===== config.mk =====
export PLATFORM = sky130hd
export DESIGN_NAME = router_input_buffer
export DESIGN_NICKNAME = d
export VERILOG_FILES = /design/src/rtl/router_pkg.sv /design/src/rtl/router_buf_mem.sv /design/src/rtl/router_input_buffer.sv
export SDC_FILE = /design/constraint.sdc
export NUM_CORES = 2
export LEC_CHECK = 0
export ABC_AREA = 1
export BUFFER_PORTS_ARGS = -buffer_cell sky130_fd_sc_hd__buf_2
export CAP_MARGIN = 20
export CELL_PAD_IN_SITES_DETAIL_PLACEMENT = 1
export CELL_PAD_IN_SITES_GLOBAL_PLACEMENT = 2
export CORE_ASPECT_RATIO = 0.9
export CORE_MARGIN = 3
export CORE_UTILIZATION = 30
export CTS_CLUSTER_SIZE = 40
export DETAILED_ROUTE_END_ITERATION = 12
export MAX_ROUTING_LAYER = met4
export PLACE_DENSITY = 0.61
export SLEW_MARGIN = 20
export SYNTH_ARGS = -nofsm -noshare
export SYNTH_HDL_FRONTEND = slang
export SYNTH_HIERARCHICAL = 1
export SYNTH_SLANG_ARGS = --single-unit

===== constraint.sdc =====
create_clock -name clk -period 6 [get_ports clk]
set_input_delay 1.2 -clock clk [delete_from_list [all_inputs] [get_ports clk]]
set_output_delay 1.2 -clock clk [all_outputs]
set_load 0.03 [all_outputs]

===== src/rtl/router_pkg.sv =====
// Shared types and sizing for the router input buffer.
package router_pkg;
  localparam int ROUTER_BUF_DEPTH = 64;
  localparam int CNT_W            = 7;
  localparam int FLIT_W           = 32;
  localparam int ROUTER_AF_THRESH = 56;

  typedef logic [FLIT_W-1:0] flit_t;
endpackage


===== src/rtl/router_buf_mem.sv =====
// Flit storage: one synchronous write port, one asynchronous read port.
module router_buf_mem #(
  parameter int DEPTH  = 64,
  parameter int DATA_W = 32,
  parameter int PTR_W  = $clog2(DEPTH)
) (
  input  logic              clk,
  input  logic              we,
  input  logic [PTR_W-1:0]  waddr,
  input  logic [DATA_W-1:0] wdata,
  input  logic [PTR_W-1:0]  raddr,
  output logic [DATA_W-1:0] rdata
);
  // Contents are don't-care after reset, so the array carries no reset.
  logic [DEPTH-1:0][DATA_W-1:0] mem_q;

  always_ff @(posedge clk) begin
    if (we) mem_q[waddr] <= wdata;
  end

  assign rdata = mem_q[raddr];
endmodule


===== src/rtl/router_input_buffer.sv =====
// FWFT flit FIFO for one router input port with occupancy and backpressure flags.
// Optional statistics (peak_count, stall_cycles) under ROUTER_BUF_STATS_EN.
module router_input_buffer
  import router_pkg::*;
#(
  parameter int DATA_W    = FLIT_W,
  parameter int DEPTH     = ROUTER_BUF_DEPTH,
  parameter int AF_THRESH = ROUTER_AF_THRESH
) (
  input  logic              clk,
  input  logic              rst_n,
  input  logic              flush,
  input  logic              in_valid,
  input  logic [DATA_W-1:0] in_data,
  output logic              in_ready,
  output logic              out_valid,
  output logic [DATA_W-1:0] out_data,
  input  logic              out_ready,
  output logic [CNT_W-1:0]  count,
  output logic              almost_full,
  output logic              empty,
`ifdef ROUTER_BUF_STATS_EN
  output logic [CNT_W-1:0]  peak_count,
  output logic [31:0]       stall_cycles,
`endif
  output logic              full
);
  localparam int PTR_W = $clog2(DEPTH);
  localparam logic [CNT_W-1:0] DEPTH_C = CNT_W'(DEPTH);
  localparam logic [CNT_W-1:0] AF_C    = CNT_W'(AF_THRESH);

  logic [PTR_W-1:0]  wr_ptr_q, wr_ptr_d, rd_ptr_q, rd_ptr_d;
  logic [CNT_W-1:0]  count_q, count_d;
  logic [DATA_W-1:0] rd_data;
  logic              push, pop;

  assign count       = count_q;
  assign empty       = (count_q == '0);
  assign full        = (count_q == DEPTH_C);
  assign almost_full = (count_q >= AF_C);
  assign in_ready    = !full;
  assign out_valid   = !empty;
  assign out_data    = empty ? '0 : rd_data;
  assign push        = in_valid & in_ready;
  assign pop         = out_valid & out_ready;

  always_comb begin
    wr_ptr_d = wr_ptr_q;
    rd_ptr_d = rd_ptr_q;
    count_d  = count_q;
    if (flush) begin
      wr_ptr_d = '0;
      rd_ptr_d = '0;
      count_d  = '0;
    end else begin
      if (push) wr_ptr_d = wr_ptr_q + 1'b1;
      if (pop)  rd_ptr_d = rd_ptr_q + 1'b1;
      case ({push, pop})
        2'b10:   count_d = count_q + 1'b1;
        2'b01:   count_d = count_q - 1'b1;
        default: count_d = count_q;
      endcase
    end
  end

  always_ff @(posedge clk or negedge rst_n) begin
    if (!rst_n) begin
      wr_ptr_q <= '0;
      rd_ptr_q <= '0;
      count_q  <= '0;
    end else begin
      wr_ptr_q <= wr_ptr_d;
      rd_ptr_q <= rd_ptr_d;
      count_q  <= count_d;
    end
  end

  router_buf_mem #(.DEPTH(DEPTH), .DATA_W(DATA_W), .PTR_W(PTR_W)) u_mem (
    .clk   (clk),
    .we    (push & !flush),
    .waddr (wr_ptr_q),
    .wdata (in_data),
    .raddr (rd_ptr_q),
    .rdata (rd_data)
  );

`ifdef ROUTER_BUF_STATS_EN
  logic [CNT_W-1:0] peak_q, peak_d;
  logic [31:0]      stall_q, stall_d;

  // Peak tracks the next count so it already covers the value shown on count.
  always_comb begin
    peak_d  = peak_q;
    stall_d = stall_q;
    if (flush) begin
      peak_d  = '0;
      stall_d = '0;
    end else begin
      if (count_d > peak_q) peak_d = count_d;
      if (in_valid && !in_ready && stall_q != 32'hFFFF_FFFF) stall_d = stall_q + 1'b1;
    end
  end

  always_ff @(posedge clk or negedge rst_n) begin
    if (!rst_n) begin
      peak_q  <= '0;
      stall_q <= '0;
    end else begin
      peak_q  <= peak_d;
      stall_q <= stall_d;
    end
  end

  assign peak_count   = peak_q;
  assign stall_cycles = stall_q;
`endif
endmodule


==> out/metrics.yaml <==
global_routing:
  antenna_found_initial: 15
  grt_max_degree: 161
  grt.overflow.total: 0
  grt.total_usage: 0.206
  grt_pass1_wl_um: 418000
  grt_pass1_vias: 56025
layout:
  final-instance-count-excl-fill: 10888
  nets: 7056
  layout-drive-gt1-share: 0.0917
  area_delta_synth_final_pct: 14.5
clock_tree:
  numCtsBuffers: 228
  cts-hold-fix-buffers: 0
  clock-sinks: 2067
  cts_resized: 0
  root_buffer: "clkbuf_16"
  cts_tree: "done"
  clock_latency_ns: 0.90
  path_clk_slew_ns: 0.06
  cts_max_path_buffers: 4
  htree_levels: 4
  post-cts-setup-buffers: 0
critical_path:
  crit_type: "reg -> out"
  crit_fanout: 89
  critPathArrivalTime_ns: 4.28
  endpoint_kind: "output pin"
  max_stage_delay_ns: 0.64
  reg2reg_from: "count[0]"
  cp-start-kind: "flip-flop"
  crit_path_start: "rd_ptr_q[0]"
  worst-path-buf-inv: 4
  r2r_setup_slack_ns: 1.89
  crit_slowest_cell: "dfrtp_4"
  path_cells: "inv_16 > buf_4 > nand2_1 > nand3_1 > nand3_1 > nand3_1 > nand3_1 > nand2_1 > nand2_1 > nand2_1 > inv_1 > nor2_1 > buf_2"
  critPathTopFamily: "simple AND/OR/NAND/NOR gates"
  crit_required_ns: 4.80
detailed_routing:
  vias: 55853
  drt_wl_total_um: 292000
  ant_nets: 0
  drtIter0Drc: 4838
  drc: 0
  routedWlPerCell_um: 26.8
  viasPerCell: 5.13
  dr.pass1.iters: 6
floorplanning:
  die-width_um: 563
  ioPinCount: 81
  core_area_mm2: 0.277
  die_y_um: 507
  std_cell_rows: 183
  start_util: 0.302
  die-area_mm2: 0.285
logic_synthesis:
  ys_seq_area_frac: 0.741
  synthCells: 6959
  synth.most_common_cell: "nand2_1"
  synth_nets: 7004
  ys_ff_latch: 2067
  yosysTopAreaCellShare: 0.735
  ys.flop_type: "edfxtp_1"
  synth_area_mm2: 0.0837
  yosysTopAreaCell: "edfxtp_1"
  synth_edf_count: 2048
  synthArstFlopShare: 0.00919
  ys_top_cells_by_area: "edfxtp_1, nand3_1, nand2_1"
  syn_avg_cell_area_um2: 12.0
  yosys_warnings: 6
  synthTopCellsByCount: "nand2_1, edfxtp_1, nand3_1"
  synth.distinct_cells: 34
sta:
  finalHoldViolations: 0
  setup_viol: 0
  fin_crit_sh: 0.914
  rsz0062_at_grt: "false"
  fin_tns_setup_ns: 0
  tightest_slew_ns: 1.14
  max_freq_ghz: 0.182
  finalCriticalPeriod_ns: 5.48
  fin_skew_ns: 0.0437
  drv_slew: 0
  slew-limit-headroom: 0.237
power_and_ir_drop:
  power.density_mw_per_mm2: 427
  p_leak_nw: 33.2
  ir_worst_vdd_mv: 0.459
  power.total_w: 0.0410
hold_path:
  min_path_type: "in -> async"
run:
  maxCapViolations: 0
placed_design:
  place_congestion: 0.799
  io_buffer_count: 80
  dp_cells: 10481
  hpwl_um: 158000
status:
  outcome: "complete, no violations"
[sequential cells by signal, indices dropped and copies added (netlist names)]
signal,count
u_mem/mem_q,2048
count,7
wr_ptr_q,6
rd_ptr_q,6
[path summary, 6_finish.rpt]
kind	endpoint	cells past startpoint
max	out_data[27]	13
min	count[3]	1
max reg2reg	u_mem/mem_q[834]	11
min reg2reg	count[5]	2
max in group asynchronous	rd_ptr_q[0]	1
min in group clk	u_mem/mem_q[1235]	1
[metal layers]
metal / share of wire / global-route usage / vias up
li1: - / - / 24794
met1: 0.47 / 0.290 / 29483
met2: 0.47 / 0.324 / 1235
met3: 0.042 / 0.0205 / 341
met4: 0.020 / 0.0428 / 0
met5: 0 / - / -
[worst register-to-register path, delay by kind of cell (launching register included)]
family,cells,cell delay (ns)
and+or+nand+nor,8,2.64
buffers and inverters,3,0.63
DFF,1,0.51
[cells in the final DEF, fill, tap and decap left out, types with 10 or more instances in the layout]
master	count
dfrtp_1	13
clkbuf_1	49
bufinv_16	11
edfxtp_1	2048
nand2_1	2291
clkinv_2	44
buf_2	78
nand3_1	1918
clkinv_1	60
buf_12	47
nor2_4	68
inv_1	59
o21ai_0	10
nor2_1	41
buf_4	145
clkbuf_16	232
[final cells by class]
cell class,count,area [um^2]
fill,29565,181000
sequential,2067,62000
multi-input combinational,4379,19600
clock buffer,285,6040
tap,3700,4630
timing repair buffer,271,2450
clock inverter,119,830
inverter,64,279
antenna,3,7.51
[report_power, final]
group / total, W / internal (W) / switching, W
registers: 0.0161 / 0.0160 / 0.000115
clock network: 0.0133 / 0.00753 / 0.00578
logic: 0.0116 / 0.00299 / 0.00859
[per-stage QoR]
step           hold WS [ns]  setup slack, ns  area, um^2   util
3_5_place_dp          0.610             1.25       88900  0.321
4_1_cts               0.254            0.438       95800  0.346
3_3_place_gp          0.579             1.30       88900  0.321
5_1_grt               0.305            0.305       95800  0.346
2_1_floorplan         0.440             2.21       83700      -
6_report              0.317            0.516       95800  0.346
[cell families after synthesis]
logic type,Yosys count,share of synthesized area
and+or+nand+nor,4335,0.224
AOI/OAI and AO/OA,29,0.00205
adders and majority gates,8,0.00129
buffers and inverters,513,0.0307
DFF,2067,0.741
xor gates and xnor gates,7,0.000733
(Power assumes the default switching activity.)
